### config.mk
export PLATFORM = sky130hd
export DESIGN_NAME = serializer
export DESIGN_NICKNAME = d
export VERILOG_FILES = /design/src/rtl/serializer_pkg.sv /design/src/rtl/bit_timer.sv /design/src/rtl/serializer.sv
export SDC_FILE = /design/constraint.sdc
export NUM_CORES = 1
export LEC_CHECK = 0
export ABC_AREA = 1
export ABC_CLOCK_PERIOD_IN_PS = 1680
export BUFFER_PORTS_ARGS = -buffer_cell sky130_fd_sc_hd__buf_2
export CORE_ASPECT_RATIO = 0.9
export CORE_MARGIN = 2
export CORE_UTILIZATION = 41
export DETAILED_ROUTE_END_ITERATION = 10
export SYNTH_ARGS = -nofsm -noshare
export SYNTH_HDL_FRONTEND = slang
export SYNTH_SLANG_ARGS = --single-unit
### constraint.sdc
create_clock -name clk -period 1.68 [get_ports clk]
set_input_delay 0.336 -clock clk [delete_from_list [all_inputs] [get_ports clk]]
set_output_delay 0.336 -clock clk [all_outputs]
set_load 0.02 [all_outputs]
### src/rtl/serializer_pkg.sv
// Shared types and helpers for the serializer slice.
// State encoding and counter-width helper used by serializer and bit_timer.
package serializer_pkg;

    typedef enum logic [1:0] {S_IDLE, S_SHIFT, S_PARITY, S_DONE} ser_state_t;

    function automatic int cnt_w(input int n);
        return ($clog2(n) < 1) ? 1 : $clog2(n);
    endfunction

endpackage

### src/rtl/bit_timer.sv
// Bit-period timer: counts 0..DIV-1 while enabled, held at zero otherwise.
// tick marks the last clock of a bit period, first marks its first clock.
module bit_timer
    import serializer_pkg::*;
#(
    parameter int DIV = 4
) (
    input  logic clk,
    input  logic clr,
    input  logic en,
    output logic tick,
    output logic first
);

    localparam int W = cnt_w(DIV);
    localparam logic [W-1:0] LAST = W'(DIV - 1);

    logic [W-1:0] div_cnt_q;
    logic [W-1:0] div_cnt_d;

    always_comb begin
        div_cnt_d = div_cnt_q;
        if (!en || tick) begin
            div_cnt_d = '0;
        end else begin
            div_cnt_d = div_cnt_q + 1'b1;
        end
    end

    always_ff @(posedge clk) begin
        if (clr) begin
            div_cnt_q <= '0;
        end else begin
            div_cnt_q <= div_cnt_d;
        end
    end

    assign tick  = (div_cnt_q == LAST);
    assign first = (div_cnt_q == '0);

endmodule

### src/rtl/serializer.sv
// Parallel-to-serial shifter with valid/ready input and programmable bit period.
// Optional even parity bit after the data word: define SERIALIZER_PARITY_EN.
module serializer
    import serializer_pkg::*;
#(
    parameter int WIDTH     = 8,
    parameter int DIV       = 4,
    parameter int MSB_FIRST = 0
) (
    input  logic             clk,
    input  logic             clr,
    input  logic [WIDTH-1:0] data_in,
    input  logic             in_valid,
    output logic             in_ready,
    output logic             sdo,
    output logic             bit_stb,
    output logic             busy,
    output logic             done
);

    localparam int BW = cnt_w(WIDTH);
    localparam logic [BW-1:0] BIT_LAST = BW'(WIDTH - 1);
    localparam int OUT_IDX = (MSB_FIRST != 0) ? WIDTH - 1 : 0;

    ser_state_t       state_q, state_d;
    logic [WIDTH-1:0] shreg_q, shreg_d;
    logic [BW-1:0]    bit_cnt_q, bit_cnt_d;
    logic             tick, first, xfer;
`ifdef SERIALIZER_PARITY_EN
    logic             parity_q, parity_d;
`endif

    assign xfer = in_valid & in_ready;

    bit_timer #(.DIV(DIV)) u_bit_timer (
        .clk   (clk),
        .clr   (clr),
        .en    (busy),
        .tick  (tick),
        .first (first)
    );

    always_comb begin
        state_d   = state_q;
        shreg_d   = shreg_q;
        bit_cnt_d = bit_cnt_q;
`ifdef SERIALIZER_PARITY_EN
        parity_d  = parity_q;
`endif
        case (state_q)
            S_IDLE: begin
                if (xfer) begin
                    state_d   = S_SHIFT;
                    shreg_d   = data_in;
                    bit_cnt_d = '0;
`ifdef SERIALIZER_PARITY_EN
                    parity_d  = ^data_in;
`endif
                end
            end
            S_SHIFT: begin
                if (tick) begin
                    // Zero-fill so sdo naturally idles low behind the data.
                    shreg_d = (MSB_FIRST != 0) ? {shreg_q[WIDTH-2:0], 1'b0}
                                               : {1'b0, shreg_q[WIDTH-1:1]};
                    if (bit_cnt_q == BIT_LAST) begin
                        bit_cnt_d = '0;
`ifdef SERIALIZER_PARITY_EN
                        state_d   = S_PARITY;
`else
                        state_d   = S_DONE;
`endif
                    end else begin
                        bit_cnt_d = bit_cnt_q + 1'b1;
                    end
                end
            end
            S_PARITY: begin
`ifdef SERIALIZER_PARITY_EN
                if (tick) begin
                    state_d = S_DONE;
                end
`else
                state_d = S_IDLE;
`endif
            end
            S_DONE:  state_d = S_IDLE;
            default: state_d = S_IDLE;
        endcase
    end

    always_ff @(posedge clk) begin
        if (clr) begin
            state_q   <= S_IDLE;
            shreg_q   <= '0;
            bit_cnt_q <= '0;
`ifdef SERIALIZER_PARITY_EN
            parity_q  <= 1'b0;
`endif
        end else begin
            state_q   <= state_d;
            shreg_q   <= shreg_d;
            bit_cnt_q <= bit_cnt_d;
`ifdef SERIALIZER_PARITY_EN
            parity_q  <= parity_d;
`endif
        end
    end

    always_comb begin
        sdo = 1'b0;
        case (state_q)
            S_SHIFT:  sdo = shreg_q[OUT_IDX];
`ifdef SERIALIZER_PARITY_EN
            S_PARITY: sdo = parity_q;
`endif
            default:  sdo = 1'b0;
        endcase
    end

    assign in_ready = (state_q == S_IDLE) & ~clr;
    assign busy     = (state_q == S_SHIFT) || (state_q == S_PARITY);
    assign done     = (state_q == S_DONE);
    assign bit_stb  = busy & first;

endmodule

After elaboration in Yosys (flattened, before gate mapping)
Index checks and enable logic that the tools add are counted.
{"block": "word_totals", "word_cells": 40, "output_inout_bits": 5, "regBits": 15}
{"block": "classes", "addsub": 2, "eq_ne": 8, "mux": 12, "n_reduce_logical": 10, "bitwise_logic": 4}
{"op": "$mux 8", "count": 2}
{"op": "$pmux 8 s2", "count": 1}
{"op": "$mux 3", "count": 3}
{"op": "$eq 2x2->1 const B", "count": 3}
{"op": "$mux 2", "count": 3}
{"op": "$pmux 2 s3", "count": 1}
{"op": "$pmux 3 s2", "count": 1}
{"op": "$reduce_and 3->1", "count": 2}
{"op": "$logic_not 2->1", "count": 2}
{"op": "$ne 2x2->1 const B", "count": 2}
{"op": "$reduce_or 2->1", "count": 2}
{"op": "$add 3x1->3 const B", "count": 1}
{"op": "$and 1x1->1", "count": 3}
{"op": "$eq 3x3->1 const B", "count": 1}
{"op": "$add 2x1->2 const B", "count": 1}
{"op": "$eq 2x1->1 const B", "count": 1}
{"op": "$logic_or 1x1->1", "count": 2}
{"op": "$ne 2x1->1 const B", "count": 1}
{"op": "$reduce_bool 2->1", "count": 1}
{"op": "$logic_not 1->1", "count": 1}
{"op": "$mux 1", "count": 1}
{"op": "$not 1->1", "count": 1}

Depth between registers and ports, before layout
Gate-level depths: netlist of run 1.
{"block": "depth", "depth_word": 5, "ltp_mapped": 9}

Hierarchy
From an unflattened synthesis of run 1, not the netlist that was laid out.
{"block": "hier_totals", "cells_unflattened": 133, "hier_area_um2": 862.1}
{"mod": "serializer", "instances": 1, "cells_each": 121, "seq_area_each_um2": 260.2, "area_each_um2": 760.7}
{"mod": "bit_timer", "instances": 1, "cells_each": 12, "seq_area_each_um2": 40.0, "area_each_um2": 101.3}

Worst setup path after synthesis of run 1
OpenSTA, ideal clock, no wires.
{"block": "synth_path", "path_type": "reg-to-output", "from": "register state_q[0]", "to": "output port bit_stb", "setup_slack_ps": 325, "arrival_time_ps": 1019, "path_buffers": 0, "stages_incl_launch_ff": 5, "cell_sequence": "dfxtp_1 -> inv_1 -> ha_1 -> nand2_1 -> inv_1"}
{"block": "synth_via", "elab_chain_len": 3}
{"element": "start, declared", "line": "serializer.sv:25", "rtl": "ser_state_t state_q, state_d;"}
{"element": "start signal, assigned", "line": "serializer.sv:101", "rtl": "state_q <= state_d;"}
{"element": "$eq 2x1->1 / $eq 2x2->1 (equally long branches)", "line": "serializer.sv:122", "rtl": "assign busy = (state_q == S_SHIFT) || (state_q == S_PARITY);"}
{"element": "$logic_or 1x1->1 *", "line": "serializer.sv:122"}
{"element": "named net busy", "line": "serializer.sv:17", "rtl": "output logic busy,"}
{"element": "$and 1x1->1 *", "line": "serializer.sv:124", "rtl": "assign bit_stb = busy & first;"}
{"element": "end, declared", "line": "serializer.sv:16", "rtl": "output logic bit_stb,"}
The timed path passes the listed nets; every way through them passes the cells marked *.

Final worst setup path of run 1
{"block": "layout_path", "from": "register state_q[0]", "to": "output port bit_stb"}
{"block": "layout_via", "elab_chain_len": 3}
{"element": "$eq 2x1->1 / $eq 2x2->1 (equally long branches)", "line": "serializer.sv:122"}
{"element": "$logic_or 1x1->1 *", "line": "serializer.sv:122"}
{"element": "$and 1x1->1 *", "line": "serializer.sv:124"}
Every way passes the cells marked *; elsewhere a longest branch is shown, timed or not.

==> reports/summary.md, run 1 <==
- finished clean — result of the run
- bit_stb — last element of the critical path
- 0.4310 — simple logic cell fraction of the synthesized area
- 0.2322 ns — Final Hold Slack
- flop — Setup crit start kind
- 8 — Worst R2R Path Depth
- 0.08688 ns — post-layout worst setup margin
- 691 — via count of the first global-routing pass
- sky130_fd_sc_hd__clkbuf_4 — clock root buffer
- 0.5296 — final standard cell utilization of the core
- 997.2 um^2 — cell area reported after detailed placement
- 0 ns — Setup Total Neg Slack
- 0.001054 mm^2 — post-route design area
- 0 — Antenna Cells
- 0.01690 — complex-gate fraction of the synthesized area
- 14 — largest net degree at the start of global routing
- state_q[0] — Reg-to-Reg Start
- 0 — hold violation total from the final report
- 15 — row count
- 225 — Filler Cell Count
- 0.9483 — period utilisation layout
- 2 — Max Buffers Root-to-Sink
- 888.4 um^2 — synthesized cell area
- 6.679 um^2 — mean cell area of the mapped netlist
- 1277 um — total half-perimeter wirelength after legalization and detailed placement
- 19 — number of design-rule violations left by the first detailed-router iteration
- 1.34 ns — required time at the endpoint of the critical path
- 1735 um — Detailed Route WL
- 178 — number of standard cells in the layout, taps in and fillers out
- 9.747 um — mean routed wirelength per cell
- shreg_q[6] — terminus of the critical flop-to-flop path
- 15 — number of synthesized register bits
- output port — critical path capture point type
- 152 — number of nets in the synthesized netlist
- 0.2550 — met2 track demand over resource in global routing
- 0.6277 GHz — maximum clock rate
- 0 — Remaining DRCs
- 0 — total global routing overflow
- 173 — Inst Count DP
- 0.295 — sequential power share
- 15 — Buffers on Ports
- 0.28 ns — R2R setup slack
- 0.097 — clock network power share
- flop to output port — startpoint-to-endpoint class of the critical path
- 0.2222 — layout cells sized above 1
- 15 — total clock sinks
- 0.28 ns — insertion delay of the later-clocked pin in the worst-skew pair
- 3 — number of detailed-routing iterations run before antenna repair
- 0.06442 — routing usage on met3
- 0.09 ns — register clock-pin slew on the reported worst setup and hold paths
- 133 — post-synthesis cell count
- 0.4657 — switching part of the total
- state_q[0] — first element of the critical path
- 0.608 — Combinational Power Share
- 0.7833 — final weighted congestion in routability-driven placement
- 0 — max-slew violation count
- 0 — number of warnings issued by yosys
- 1.26 ns — critical path arrival
- 0.8239 — relative slew slack
- 808 — number of vias in the routed layout
- 18.59% — post-synthesis to final-layout area growth
- 2835 um — global-route wire length before repair
- 173 — nets
- 1987 mW/mm^2 — Power per Cell Area
- 0.5736 nW — reported leakage power
- 3 — largest fanout on the critical path
- 0 — share of the synthesized netlist area taken by xor and xnor gates
- 16 — number of primary I/O pins
- 0 — number of nets with antenna violations after detailed routing
- 0.1984 ns — Setup Slack @ Placement
- 0.002556 mm^2 — die area
- 4.539 — Via-to-Cell Ratio
- 0.1936 — met1 capacity usage during global routing
- 0.006280 ns — worst clock skew
- 3 — TritonCTS Buffers
- 822.6 uV — maximum vdd ir drop
- 20 — post-synthesis cell type count
- 48.16 um — Die Height
- 0.2632 ns — actual slew at the worst max-slew pin
- simple AND/OR/NAND/NOR gates — combinational family with the most area after synthesis
- 2.093 mW — total design power
- yes — RSZ-0062 raised after global routing
- 0.1566 — total global routing track utilization
- 0 — antenna violations before repair
- 53.07 um — Horiz. Die Dim
- 1.593 ns — post-route minimum period
- 0 — max capacitance violation total
- 0.1127 — synthesized-area fraction occupied by adder cells
- 2 — worst hold path stage count
- 1 — H-tree depth
- 0 — Final Setup Violations
- 0.3380 — register area share after synthesis
- 0.9747 mW — Net Switching
- 0.4465 — Starting Density
- 1.118 mW — internal power contribution
- primary input to flop — classification of the worst-slack hold path
- built — TritonCTS clock tree
- 0 — portion of netlist area occupied by mux cells
- 0.001989 mm^2 — Floorplan Core Area
- met2 — global route hottest layer
[cell usage after synthesis, drive strengths merged]
master	count	area [um^2]
a21oi	2	10.01
and2	1	6.260
buf	3	23.77
clkbuf	1	3.750
dfxtp	15	300.3
ha	8	100.1
inv	16	62.56
nand2	45	178.9
nand3	3	15.01
nand3b	8	60.06
nor2	29	116.4
o21ai	1	5.000
or2	1	6.260
[critical path, cell delays in order (launching register included)]
cell and delay (ns):
sky130_fd_sc_hd__dfxtp_4 0.38, sky130_fd_sc_hd__inv_2 0.05, sky130_fd_sc_hd__ha_2 0.32, sky130_fd_sc_hd__nand2_1 0.05, sky130_fd_sc_hd__inv_1 0.04, sky130_fd_sc_hd__buf_4 0.13
[state kept, by name, indices dropped and copies added, names as in the netlist]
register,cells
bit_cnt_q,3
shreg_q,8
state_q,2
u_bit_timer.div_cnt_q,2
[cells in the final DEF (no fill, tap or decap), types with 2 or more instances in the layout]
cell                        n
sky130_fd_sc_hd__a21oi_1    2
sky130_fd_sc_hd__buf_2     14
sky130_fd_sc_hd__buf_4      6
sky130_fd_sc_hd__clkbuf_4   3
sky130_fd_sc_hd__dfxtp_1   13
sky130_fd_sc_hd__ha_1       6
sky130_fd_sc_hd__inv_1     12
sky130_fd_sc_hd__inv_2      3
sky130_fd_sc_hd__nand2_1   43
sky130_fd_sc_hd__nand3_1    3
sky130_fd_sc_hd__nand3b_1   8
sky130_fd_sc_hd__nor2_1    28
[power by group through the flow]
stage                     Sequential, mW  Combinational [mW]  Clock [mW]
after floorplan                    0.590               0.994           0
after global placement             0.608                1.20           0
after detailed placement           0.610                1.21           0
after CTS                          0.610                1.24       0.218
after global routing               0.635                1.45       0.232
final                              0.617                1.27       0.204
[cell families (layout without fill, tap and decap cells)]
| kind of cell | Yosys count | in the layout |
|---|---|---|
| AND/OR/NAND/NOR | 87 | 87 |
| flip-flops | 15 | 15 |
| AO/OA/AOI/OAI | 3 | 3 |
| adder cells (fa/ha/maj) | 8 | 8 |
| buffers and inverters | 20 | 40 |
[what timing repair did]
| action | in CTS | in global routing |
|---|---|---|
| hold buffers | 0 | 0 |
| setup endpoints to repair | 2 | 3 |
| resized for setup | 3 | 6 |
| setup buffers | 0 | 1 |
| pin swaps | 0 | 0 |
[metal layers]
layer	vias to the layer above	share of wire	wire length (um)
met1	351	0.50	870
met5	-	0	0
met3	2	0.037	64
met4	0	0.0058	10
li1	443	-	-
met2	12	0.46	790
[how the worst min path moves through the flow]
stage / slack, ns / startpoint / to
CTS: 0.22 / clr / shreg_q[7]
global placement: 0.43 / u_bit_timer.div_cnt_q[0] / u_bit_timer.div_cnt_q[0]
floorplan: 0.41 / clr / shreg_q[7]
detailed placement: 0.44 / u_bit_timer.div_cnt_q[0] / u_bit_timer.div_cnt_q[0]
finish: 0.23 / clr / shreg_q[7]
global route: 0.22 / clr / shreg_q[7]
[area by class of cell]
type                       count  area, um^2  area share
inverter                      16       62.56     0.05938
sequential                    15       305.3      0.2898
timing repair buffer          20       115.1      0.1093
tap                           25       31.28     0.02969
multi-input combinational     98       513.0      0.4869
clock buffer                   4       26.28     0.02494
(Power assumes the default switching activity.)
==> run 2: changes to the inputs <==
SYNTH_HIERARCHICAL = 1   (was not set)
==> reports/summary.md, run 2 <==
- sky130_fd_sc_hd__dfxtp_1 — standard cell with the maximum stage delay on the critical path
- 0.4417 — Starting Density, -0.004874
- 800.5 uV — maximum vdd ir drop, -2.7%
- 4 — number of detailed-routing iterations run before antenna repair, +1
- 0 — Post-synth EDFFs, unchanged
- 1480 um — Detailed Route WL, -15%
- 0 — Final Setup Violations, unchanged
- 175 — number of standard cells in the layout, taps in and fillers out, -1.7%
- sky130_fd_sc_hd__clkbuf_4 — clock root buffer
- 4.263 — Via-to-Cell Ratio, -6.1%
- 3 — Buf+Inv Stages, Crit Path, unchanged
- 15 — number of synthesized register bits, unchanged
- 0 — max capacitance violation total, unchanged
- 3 — TritonCTS Buffers, unchanged
- 8 — max reg flops, unchanged
- flop — Setup crit start kind
- 133 — post-synthesis cell count, unchanged
- built — TritonCTS clock tree
- 8.457 um — mean routed wirelength per cell, -13%
- 0 — number of instances resized during post-cts repair, -3
- primary input to flop — classification of the worst-slack hold path
- 171 — Inst Count DP, -1.2%
- output port — critical path capture point type
- 4 — largest fanout on the critical path, +1
- 1.27 ns — critical path arrival, about the same
- yes — RSZ-0062 raised after global routing
- shreg_q x8, bit_cnt_q x3 — biggest regs
- 0.3483 — area share of the largest cell type after synthesis, +0.01030
- 1 — H-tree depth, unchanged
- 562 — via count of the first global-routing pass, -19%
- inv_1 -> ha_4 -> nand2_1 -> inv_1 -> buf_2 — critical-path cell list
- flip-flops — largest delay contributor family on the critical path
- 152 — number of nets in the synthesized netlist, unchanged
- 0.002486 mm^2 — die area, -2.7%
- shreg_q — largest register by flop count
- finished clean — result of the run
- 0.3483 — register area share after synthesis, +0.01030
- 0.01012 ns — worst clock skew, +0.003841 ns
- 15 — row count, unchanged
- 6 — number of warnings issued by yosys, +6
- 0.28 ns — insertion delay of the later-clocked pin in the worst-skew pair, about the same
- 47.50 um — Die Height, -1.4%
- 0 — total global routing overflow, unchanged
- sky130_fd_sc_hd__nand2_1 (37), sky130_fd_sc_hd__nor2_1 (27), sky130_fd_sc_hd__inv_1 (24) — most frequent cells in the layout
- 0 — Post-synth ARST share, unchanged
- sky130_fd_sc_hd__nand2_1 (37), sky130_fd_sc_hd__nor2_1 (27), sky130_fd_sc_hd__inv_1 (24) — most used standard cells in the synthesized netlist
- 0.1278 — total global routing track utilization, -0.02879
- 0.8166 — final weighted congestion in routability-driven placement, +4.3%
- 52.34 um — Horiz. Die Dim, -1.4%
- sky130_fd_sc_hd__dfxtp_1 (35%), sky130_fd_sc_hd__nand2_1 (16%), sky130_fd_sc_hd__nor2_1 (12%) — largest cells by area after synthesis
- 17 — post-synthesis cell type count, -15%
- flop to output port — startpoint-to-endpoint class of the critical path
- 15 — Buffers on Ports, unchanged
- sky130_fd_sc_hd__nand2_1 — most frequent standard cell in the layout excluding fill and tap cells
- 0 — antenna violations before repair, unchanged
- 15 — total clock sinks, unchanged
- 2 — Max Buffers Root-to-Sink, unchanged
- 0 — number of nets with antenna violations after detailed routing, unchanged
- 0.34 ns — slowest cell delay on critical path, -0.04 ns
- 0 — buffers inserted during post-CTS setup optimization, unchanged
- 0 — Remaining DRCs, unchanged
- sky130_fd_sc_hd__dfxtp_1 — dominant cell type by area after synthesis
- 1.883 mW — total design power, -10%
- 16 — number of primary I/O pins, unchanged
- 22 — largest net degree at the start of global routing, +8
- 17.85% — post-synthesis to final-layout area growth
- 1.603 ns — post-route minimum period, +0.009704 ns
- sky130_fd_sc_hd__dfxtp_1 — Main synth FF type
- 0.9541 — period utilisation layout, +0.005776
- 0.1933 — layout cells sized above 1, -0.02889
- 0 — cts-stage hold buffer count, unchanged
- 0.001952 mm^2 — Floorplan Core Area, -1.9%
- 746 — number of vias in the routed layout, -7.7%
- 224 — Filler Cell Count, -0.44%
- 0.2316 ns — actual slew at the worst max-slew pin, -0.03155 ns
- 2270 um — global-route wire length before repair, -20%
- 6.482 um^2 — mean cell area of the mapped netlist, -3.0%
- 1088 um — total half-perimeter wirelength after legalization and detailed placement, -15%
- sky130_fd_sc_hd__inv_1 — Crit path top cell by count
- sky130_fd_sc_hd__nand2_1 — leading cell type by number of instances after synthesis
- 0.5695 nW — reported leakage power, -0.72%
- 1853 mW/mm^2 — Power per Cell Area, -6.7%
- 0.6239 GHz — maximum clock rate, -0.61%
- 0.10 ns — register clock-pin slew on the reported worst setup and hold paths, about the same
- 0 — hold violation total from the final report, unchanged
- 9 — number of design-rule violations left by the first detailed-router iteration, -10
- 170 — nets, -1.7%
- 862.1 um^2 — synthesized cell area, -3.0%
- 0 — max-slew violation count, unchanged
- 0 — Antenna Cells, unchanged
- 1.34 ns — required time at the endpoint of the critical path, about the same
- 0.2532 ns — Final Hold Slack, +0.02103 ns
- 0.8456 — relative slew slack, +0.02166
==> run 2: cell types whose count changed after synthesis, moves of 2 or more <==
cell | before | now
sky130_fd_sc_hd__nand3b_1 | 8 | 1
sky130_fd_sc_hd__o21ai_0 | 1 | 7
sky130_fd_sc_hd__nand3_1 | 3 | 1
sky130_fd_sc_hd__inv_1 | 14 | 24
sky130_fd_sc_hd__nand3_2 | 0 | 2
sky130_fd_sc_hd__nand2_1 | 43 | 37
==> run 2: cells by family (layout without fill, tap and decap cells) <==
logic type	Yosys count	in the layout	share of synthesized area
buffers and inverters	30	47	0.1466
AO/OA/AOI/OAI	10	10	0.05805
AND/OR/NAND/NOR	70	70	0.3309
adder cells (fa/ha/maj)	8	8	0.1161
flip-flops	15	15	0.3483
==> run 2: metrics by stage <==
| stage | setup WS, ns | util | TNS, ns | area [um^2] |
|---|---|---|---|---|
| final | 0.07717 | 0.5205 | 0 | 1016 |
| after detailed placement | 0.1358 | 0.4891 | 0 | 954.7 |
| after global placement | 0.1397 | 0.4891 | 0 | 954.7 |
| after CTS | 0.02600 | 0.5032 | 0 | 982.2 |
| after floorplan | 0.3051 | - | 0 | 862.1 |
| after global routing | -0.01875 | 0.5205 | -0.01875 | 1016 |
==> run 2: path summary, 6_finish.rpt <==
check	startpoint	to	slack (ns)	cells after the start
max	state_q[1]	bit_stb	0.08	5
min	clr	bit_cnt_q[2]	0.25	2
max reg2reg	state_q[1]	state_q[0]	0.31	8
min reg2reg	u_bit_timer/div_cnt_q[0]	u_bit_timer/div_cnt_q[0]	0.46	1
==> run 2: worst register-to-register path, stage by stage (launching register included) <==
cell and delay, ns:
sky130_fd_sc_hd__dfxtp_1 0.32, sky130_fd_sc_hd__inv_1 0.17, sky130_fd_sc_hd__ha_4 0.20, sky130_fd_sc_hd__inv_2 0.06
sky130_fd_sc_hd__or2_1 0.24, sky130_fd_sc_hd__nand3_1 0.11, sky130_fd_sc_hd__nand2_1 0.08, sky130_fd_sc_hd__inv_1 0.05
sky130_fd_sc_hd__nor2_1 0.03
==> run 2: layout make-up <==
class | count | area [um^2] | share of cell area
Clock buffer | 3 | 22.52 | 0.02217
Tap cell | 25 | 31.28 | 0.03079
Sequential cell | 15 | 301.5 | 0.2968
Inverter | 26 | 97.59 | 0.09606
Timing Repair Buffer | 17 | 90.09 | 0.08867
Multi-Input combinational cell | 88 | 467.9 | 0.4606
Clock inverter | 1 | 5.005 | 0.004926
==> run 2: routing by layer <==
metal | GRT usage | part of all wire
met2 | 0.2200 | 0.46
met5 | 0 | 0
met1 | 0.1431 | 0.50
met4 | 0.04615 | 0.0095
met3 | 0.05625 | 0.028
==> run 2: power by group <==
part,internal [mW],switching (mW)
sequential,0.509,0.0674
clock,0.0883,0.116
combinational,0.396,0.706
total,0.994,0.889
